--- src/rtl/req_priority_encoder.sv ---
// Registered 8-to-3 priority encoder with valid/ack handshake.
// Requests are active-low and asynchronous; bit 7 has the highest priority.
// A captured code is held until acknowledged. The acknowledged line is then
// masked until it has been seen released for at least one cycle.
module req_priority_encoder #(
    parameter int unsigned SYNC_STAGES = 2
) (
    input  logic       Clk,
    input  logic       Rst_n,
    input  logic       EnN,
    input  logic [7:0] ReqN,
    input  logic       Ack,
    output logic [2:0] Code,
    output logic       Valid,
    output logic       GsN,
    output logic       EoN
);

    localparam int unsigned N_REQ  = 8;
    localparam int unsigned CODE_W = 3;

    typedef enum logic {
        IDLE = 1'b0,
        HOLD = 1'b1
    } state_e;

    logic [N_REQ-1:0]  sync_q [SYNC_STAGES];
    logic [N_REQ-1:0]  req_s;
    logic [N_REQ-1:0]  act;
    logic [N_REQ-1:0]  ack_hit;
    logic [N_REQ-1:0]  served_q, served_d;
    logic [CODE_W-1:0] top_code;

    state_e            state_q, state_d;
    logic [CODE_W-1:0] code_q, code_d;
    logic              valid_q, valid_d;
    logic              gsn_q, gsn_d;
    logic              eon_q, eon_d;

    // Multi-flop synchroniser for the asynchronous request lines (idle high)
    always_ff @(posedge Clk or negedge Rst_n) begin
        if (!Rst_n) begin
            for (int unsigned s = 0; s < SYNC_STAGES; s++) begin
                sync_q[s] <= '1;
            end
        end else begin
            sync_q[0] <= ReqN;
            for (int unsigned s = 1; s < SYNC_STAGES; s++) begin
                sync_q[s] <= sync_q[s-1];
            end
        end
    end

    assign req_s = sync_q[SYNC_STAGES-1];
    assign act   = ~req_s & ~served_q;

    // Line currently being acknowledged (one-hot, only while holding)
    always_comb begin
        ack_hit = '0;
        if (state_q == HOLD && Ack) begin
            ack_hit[code_q] = 1'b1;
        end
    end

    // A line stays masked after its ack until it is seen released
    assign served_d = ~req_s & (served_q | ack_hit);

    // Highest-numbered active line; later iterations override lower ones
    always_comb begin
        top_code = '0;
        for (int unsigned i = 0; i < N_REQ; i++) begin
            if (act[i]) begin
                top_code = CODE_W'(i);
            end
        end
    end

    // Capture/hold handshake plus group-select and enable-out flags
    always_comb begin
        state_d = state_q;
        code_d  = code_q;
        valid_d = valid_q;
        gsn_d   = EnN | (&req_s);
        eon_d   = EnN | ~(&req_s);
        unique case (state_q)
            IDLE: begin
                if (!EnN && (|act)) begin
                    code_d  = top_code;
                    valid_d = 1'b1;
                    state_d = HOLD;
                end
            end
            HOLD: begin
                if (Ack) begin
                    valid_d = 1'b0;
                    state_d = IDLE;
                end
            end
            default: begin
                state_d = IDLE;
                valid_d = 1'b0;
            end
        endcase
    end

    // State, mask and registered outputs
    always_ff @(posedge Clk or negedge Rst_n) begin
        if (!Rst_n) begin
            state_q  <= IDLE;
            served_q <= '0;
            code_q   <= '0;
            valid_q  <= 1'b0;
            gsn_q    <= 1'b1;
            eon_q    <= 1'b1;
        end else begin
            state_q  <= state_d;
            served_q <= served_d;
            code_q   <= code_d;
            valid_q  <= valid_d;
            gsn_q    <= gsn_d;
            eon_q    <= eon_d;
        end
    end

    assign Code  = code_q;
    assign Valid = valid_q;
    assign GsN   = gsn_q;
    assign EoN   = eon_q;

endmodule
--- config.mk ---
export PLATFORM = sky130hd
export DESIGN_NAME = req_priority_encoder
export DESIGN_NICKNAME = d
export VERILOG_FILES = /design/src/rtl/req_priority_encoder.sv
export SDC_FILE = /design/constraint.sdc
export NUM_CORES = 1
export LEC_CHECK = 0
export ABC_CLOCK_PERIOD_IN_PS = 3400
export CORE_UTILIZATION = 45
export CTS_CLUSTER_SIZE = 12
export DETAILED_ROUTE_END_ITERATION = 10
export PLACE_DENSITY_LB_ADDON = 0.25
export SLEW_MARGIN = 30
export SYNTH_ARGS = -nofsm -noshare
export SYNTH_HDL_FRONTEND = slang
export SYNTH_SLANG_ARGS = --single-unit
--- constraint.sdc ---
create_clock -name Clk -period 3.4 [get_ports Clk]
set_input_delay 0.51 -clock Clk [delete_from_list [all_inputs] [get_ports Clk]]
set_output_delay 0.51 -clock Clk [all_outputs]
set_load 0.02 [all_outputs]
== Word level (Yosys, flattened, before mapping) ==
Index checks and enable logic that the tools add are counted.
Widths: inputs -> output; s select.

* Word-level logic and storage cells: 45
* Flip-flop bits (word level): 31
* Output and inout bits: 6

* Equal/unequal tests: 2
* $lt $le $gt $ge: 2
* Bitwise gates (word level): 9
* Reductions and logical operators: 8
* Muxes and demuxes: 16

{| class="wikitable"
|+ Operators with widths
! kind !! count
|-
| $mux 3 || 6
|-
| $and 8x8->8 || 2
|-
| $not 8->8 || 2
|-
| $mux 8 || 1
|-
| $or 8x8->8 || 1
|-
| $reduce_and 8->1 || 1
|-
| $reduce_or 8->1 || 1
|-
| $mux 1 || 6
|-
| $lt 3x4->1 const B || 1
|-
| $ne 2x2->1 const B || 2
|-
| $pmux 1 s2 || 2
|-
| $reduce_and 2->1 || 2
|-
| $demux 1 s3 || 1
|-
| $ge 3x1->1 const B || 1
|-
| $logic_and 1x1->1 || 3
|-
| $not 1->1 || 2
|-
| $or 1x1->1 || 2
|-
| $logic_not 1->1 || 1
|}

== Logic depth before layout (Yosys ltp) ==
* Depth after elaboration: 9
* Mapped depth: 4

== Worst setup path before layout ==
No wires, ideal clock.

* Path type: register to register
* From: register sync_q (netlist bit req_s[5])
* To: register code_q[0] (netlist: Code[0])
* Path slack: 1.859 ns
* Cell stages (with the launch flop): 4
* Period minus slack after synthesis: 1.541 ns
* Arrival time: 1.416 ns
* Library setup time: 0.125 ns
* Cells stage by stage: dfstp_2 o22ai_2 o41ai_4 mux2_4

* Word-level cells in the longest chain between the ends: 5
* Elaborated cells on any way between the ends: 8

{| class="wikitable"
|+ RTL lines
! element !! RTL line !! text
|-
| start: declaration || 27 || <nowiki>logic [N_REQ-1:0] sync_q [SYNC_STAGES];</nowiki>
|-
| start signal: indexed assignment || 49 || <nowiki>sync_q[s] <= sync_q[s-1];</nowiki>
|-
| $not 8->8 * || 55 || <nowiki>assign act = ~req_s & ~served_q;</nowiki>
|-
| $and 8x8->8 * || 55 ||
|-
| $reduce_or 8->1 / $mux 3 (equally long branches) || 87, 72 ||
|-
| $logic_and 1x1->1 / $mux 3 (equally long branches) || 87, 72 ||
|-
| $reduce_and 2->1 (no line) / $mux 3 (equally long branches) || -- ||
|-
| end signal: assignment || 118 || <nowiki>code_q <= code_d;</nowiki>
|-
| end: declaration || 35 || <nowiki>logic [CODE_W-1:0] code_q, code_d;</nowiki>
|}

Mark *: on every way between the ends. The rest lies on a longest branch, timed or not.
A chain may end at the register's enable or synchronous reset.

== Final worst setup path ==
* From: register eon_q (netlist: EoN)
* To: output EoN

{| class="wikitable"
|+ RTL lines
! element !! RTL line !! text
|-
| start: declaration || 38 || <nowiki>logic eon_q, eon_d;</nowiki>
|-
| start signal: assignment || 121 || <nowiki>eon_q <= eon_d;</nowiki>
|-
| end: declaration || 16 || <nowiki>output logic EoN</nowiki>
|}

No word-level cell between the ends.

==> impl_metrics.yaml <==
placement:
  dp_hpwl_mm: 1.31
  pre_cts_slack_ps: 1520
  post_dp_cell_area_um2: 1320
  gp_congestion: 0.825
  io_buffer_count: 17
finish:
  drive_gt1_frac: 0.308
  layout_common_cells: "dfstp_2 (18), clkdlybuf4s50_1 (16), nor2_1 (14), dfrtp_1 (13), a21oi_1 (7)"
  layout.nets: 118
  multi_input_comb_area_um2: 297
  final_common_cell: "dfstp_2"
  syn_to_final_growth_pct: 26.7
  seq_area_um2: 798
  finalInstanceArea_um2: 1400
  final_util: 0.619
  fill_cells: 181
  antenna_cells: 0
flow_run:
  drv_cap: 0
clocking:
  ctsResizeCount: 0
  clk-insertion-delay-late_ps: 320
  hold_buffers: 0
  numCtsBuffers: 5
  clkSlewWorstSetupHoldPaths_ps: 90
  cts_max_path_buffers: 2
  cts_root_buffer: "clkbuf_4"
  cts_tree: "yes"
  clock_sink_count: 31
  htreeDepth: 2
  postCtsSetupBuffers: 0
synth:
  synthCells: 81
  synth_nets: 93
  yosysTopAreaCell: "dfstp_2"
  netlist_area_um2: 1100
  yosys.cell_types.count: 21
  avgSynthCellArea_um2: 13.6
  synth_area_leaders: "dfstp_2 (43%), dfrtp_1 (30%), nor2_1 (4.8%)"
  seq_area_frac_synth: 0.724
  synth_top_area_frac: 0.429
  synth_warnings: 0
  synth_seq_cells: 31
power:
  pwr-share-clk: 0.349
  p_switching_w: 0.000202
  seqPwrFrac: 0.517
  ir_worst_vdd_mv: 0.352
  leakagePower_nw: 0.603
  p_sw_frac: 0.241
  p_per_area_nw_per_um2: 598
  internal_power_w: 0.000634
  combPwrFrac: 0.134
global_routing:
  antenna_found_initial: 0
  grt_pass1_vias: 723
  grt_start_max_net_pins: 23
  grt_pass1_wl_mm: 3.27
  track_usage: 0.181
  overflow: 0
worst_setup_path:
  path_cells: "clkdlybuf4s50_1"
  critPathKind: "flip-flop to output port"
  worstPathArrival_ps: 1430
  cp_max_fo: 1
  cp-end-kind: "output port"
  cp-start-kind: "flip-flop"
  path_buf_inv: 1
  slowest_stage: "clkdlybuf4s50_1"
  slowest_delay_ps: 590
  required_ps: 2890
  crit_family: "buffers and inverters"
die:
  initial_core_util: 0.489
  die_h_um: 51.5
  ios: 18
  core-area_um2: 2250
  die_w_um: 51.5
  die-area_um2: 2650
  num_rows: 17
sta:
  min_period_over_period: 0.572
  setup_viol: 0
  clock_skew_ps: 5.43
  max_clock_freq_ghz: 0.514
  relSlewSlack: 0.680
  tightest_slew_ps: 480
  worst_hold_slack_ps: 133
  hold_viol_final: 0
  report.final.slew_viol_count: 0
  rsz0062_at_grt: "false"
  setup_slack_ps: 1460
  setup_tns_ps: 0
  period_needed_ps: 1940
routing:
  drc: 0
  vias: 693
  drt_iter0_drc: 22
  wl_mm: 1.84
  wl_per_cell_um: 13.6
  dr.pass1.iters: 4
  via_per_inst: 5.13
  drtAntennaViolNets: 0
hold_path:
  hold_class: "input port to async pin"
outcome:
  outcome: "finished clean"
==> metrics by stage <==
stage	instances	power [W]
floorplan	81	0.000491
global placement	127	0.000547
detailed placement	127	0.000551
CTS	135	0.000846
global route	135	0.000879
finish	135	0.000835
==> cell usage after synthesis <==
cell type  count
nand2_1        5
and3_1         1
a31oi_1        2
dfstp_2       18
o22ai_1        2
inv_1          2
a21oi_1        7
mux2_4         1
nor3_1         1
o22ai_2        3
nor2_1        14
nand4_1        2
or3_1          1
o21ai_0        3
o32a_1         1
dfrtp_1       13
o221ai_1       1
o41ai_4        1
o21bai_1       1
nor2b_1        1
and2b_1        1
==> registers in the layout, indices dropped and copies added, names as in the netlist <==
signal / flops
GsN: 1
state_q: 1
req_s: 8
served_q: 8
Valid: 1
Code: 3
sync_q: 8
EoN: 1
==> power groups by stage <==
stage,clock (W),sequential (W),combinational [W]
after floorplan,0,0.000447,0.0000448
after global placement,0,0.000438,0.000109
after detailed placement,0,0.000439,0.000112
after CTS,0.000301,0.000432,0.000113
after global routing,0.000320,0.000437,0.000122
final,0.000291,0.000432,0.000112
==> layer usage <==
metal,vias up,global-route usage,part of all wire,wire (um)
met5,-,0,0,0
met4,0,0.0856,0.015,28
met3,4,0.0819,0.060,111
met2,20,0.273,0.49,906
met1,332,0.222,0.43,794
li1,337,-,-,-
==> area by class of cell <==
| type | instances | area share |
|---|---|---|
| well taps | 28 | 0.0251 |
| clock buffers | 6 | 0.0367 |
| clock inverters | 2 | 0.0251 |
| repair buffers | 18 | 0.124 |
| flip-flops and latches | 31 | 0.572 |
| inverters | 2 | 0.00538 |
| multi-input cells | 48 | 0.212 |
==> kinds of logic (layout without fill, tap and decap cells) <==
| group | Yosys count | count (layout) | share of synthesized area |
|---|---|---|---|
| DFF | 31 | 31 | 0.724 |
| and+or+nand+nor | 26 | 26 | 0.104 |
| AOI/OAI and AO/OA | 21 | 21 | 0.151 |
| buffers and inverters | 2 | 28 | 0.00681 |
| muxes | 1 | 1 | 0.0136 |
==> final timing paths <==
kind	startpoint	end	slack, ps	cells past startpoint
worst max register to register	req_s[5]	Code[0]	1750	3
worst min register to register	sync_q[13]	req_s[5]	350	0
max in group asynchronous	Rst_n	req_s[0]	2680	2
worst max-delay path	EoN	EoN	1460	1
min in group Clk	sync_q[13]	req_s[5]	350	0
worst min-delay path	Rst_n	Code[2]	130	1
(Power assumes the default switching activity.)
==> RTL change (config.mk and constraints unchanged) <==
Change the parameter `SYNC_STAGES` from 2 to 4.
--- a/src/rtl/req_priority_encoder.sv
+++ b/src/rtl/req_priority_encoder.sv
@@ -3,7 +3,7 @@
 // A captured code is held until acknowledged. The acknowledged line is then
 // masked until it has been seen released for at least one cycle.
 module req_priority_encoder #(
-    parameter int unsigned SYNC_STAGES = 2
+    parameter int unsigned SYNC_STAGES = 4
 ) (
     input  logic       Clk,
     input  logic       Rst_n,
Behaviour: not the same (a bounded check fails within 4 cycles, from zero or initial values and one cycle with Rst_n low).
==> RTL change against the original RTL <==
  * Sequential cell count rose by 16
  * Global-route usage fell by 3.3 points
  * Critical path type unchanged
  * Worst hold slack lost 0.0054 ns
  * Cell area rose by 30%
  * First-iteration DRC count up 130%
  * Area after synthesis increased by 38%
  * Total power increased by 24%
  * Wire length up 23%
  * Largest power group unchanged
  * Setup slack lost 0.044 ns
==> RTL change: results (changes against the original RTL) <==
Share of cells above drive strength 1 -> 38.5% (was 30.8%)
WL/cell -> 13.6 um (about the same)
Largest net degree at the start of global routing -> 48 (was 23)
Max reg flops -> 24
Outcome -> finished clean (unchanged)
Data arrival time of the critical path -> 1.48 ns (was 1.43 ns)
Setup Skew -> 0.00626 ns (was 0.00543 ns)
Top Family by Delay on Critical Path -> buffers and inverters (unchanged)
Initial antenna violation count -> 0 (unchanged)
GPL Wtd Cong -> 0.842 (was 0.825)
Mux cell area share after synthesis -> 0.986% (was 1.36%)
Root cell of the clock tree -> clkbuf_4 (unchanged)
Leakage -> 0.758 nW (was 0.603 nW)
Slew HR -> 63.8% (was 68.0%)
Crit. Startpoint -> Code[2]$_DFFE_PN0P_ (was EoN$_DFF_PN1_)
Area growth from synthesis to layout -> 19.1% (was 26.7%)
Compound-Gate Fraction of Synth Area -> 10.9% (was 15.1%)
Reg with most FFs -> sync_q
Net Count, Synth -> 109 (was 93)
Synth cell types -> 21 (unchanged)
Filler cell count in the final layout -> 267 (was 181)
Detail Placement HPWL -> 1510 um (was 1310 um)
Seq/Total Area, Yosys -> 80.0% (was 72.4%)
Post-synth top cells -> dfstp_2 (34), nor2_1 (14), dfrtp_1 (13), a21oi_1 (7), nand2_1 (5) (was dfstp_2 (18), nor2_1 (14), dfrtp_1 (13), a21oi_1 (7), nand2_1 (5))
Async S/R FF share, synth -> 100% (unchanged)
Crit-path max FO -> 7 (was 1)
Vias in the first global route -> 852 (was 723)
Post-CTS Setup Bufs -> 0 (unchanged)
Maximum VDD drop -> 0.000323 V (was 0.000352 V)
R2R setup slack -> 1.73 ns (was 1.75 ns)
Clock Latency Late Sink -> 0.35 ns (was 0.32 ns)
H-tree depth -> 2 (unchanged)
# nets final -> 133 (was 118)
DRT iter0 DRCs -> 50 (was 22)
Final Max Slew Viols -> 0 (unchanged)
ANT cells -> 0 (unchanged)
Post-place setup slack -> 1.65 ns (was 1.52 ns)
FF-to-FF End -> Code[0]$_DFFE_PN0P_ (unchanged)
R2r worst-path depth -> 3 (unchanged)
FMAX -> 503 MHz (was 514 MHz)
First-pass GRT wire length -> 3680 um (was 3270 um)
Worst path max stage delay -> 0.64 ns (was 0.59 ns)
GRT Overall Usage -> 14.8% (was 18.1%)
Setup crit end -> Code[2] (was EoN)
Via count -> 842 (was 693)
Longest Clk Path Bufs -> 2 (unchanged)
Largest cells by area after synthesis -> dfstp_2 (59%), dfrtp_1 (21%), nor2_1 (3.5%), o22ai_2 (2.5%), a21oi_1 (2.3%) (was dfstp_2 (43%), dfrtp_1 (30%), nor2_1 (4.8%), o22ai_2 (3.4%), a21oi_1 (3.2%))
Resize count post-CTS -> 0 (unchanged)
Placed cell area -> 1740 sq um (was 1320 sq um)
CTS clock-pin slew for the worst setup and hold paths -> 0.12 ns (was 0.09 ns)
Input/output buffers -> 17 (unchanged)
[RTL change: report_power, final]
group,switching (mW),total [mW],internal [mW]
clock network,0.157,0.279,0.122
logic,0.0589,0.114,0.0549
registers,0.0304,0.643,0.612
[RTL change: worst min path at each step]
stage                                    start                     to  slack (ns)  depth (start not counted)
after floorplan                          Rst_n    Code[0]$_DFFE_PN0P_        0.21                          0
after global routing                     Rst_n    Code[2]$_DFFE_PN0P_        0.15                          1
after detailed placement  sync_q[30]$_DFF_PN1_   sync_q[22]$_DFF_PN1_        0.35                          0
after CTS                                Rst_n    Code[2]$_DFFE_PN0P_        0.33                          1
final                                    Rst_n  served_q[6]$_DFF_PN0_        0.13                          1
after global placement    sync_q[11]$_DFF_PN1_     req_s[3]$_DFF_PN1_        0.35                          0
[RTL change: kinds of logic (layout without fill, tap and decap cells)]
group	count (synthesis)	count (layout)
DFF	47	47
muxes	1	1
AOI/OAI and AO/OA	21	21
and+or+nand+nor	26	26
buffers and inverters	2	27
[RTL change: layout make-up]
class / count / share of cell area (%)
sequential: 47 / 67.2
multi-input combinational: 48 / 16.3
timing repair buffer: 17 / 9.24
clock buffer: 8 / 3.79
tap: 44 / 3.03
inverter: 2 / 0.414
[RTL change: through the flow]
step	hold WS [ns]	instances
after global routing	0.155	166
final	0.128	166
after global placement	0.345	158
after floorplan	0.214	97
after detailed placement	0.347	158
after CTS	0.326	166
[RTL change: layer usage]
layer  global-route usage, %  share of wire [%]
met3                    5.19                5.4
met5                       0                  0
met1                    17.1                 43
met4                    12.0                3.7
met2                    22.1                 48
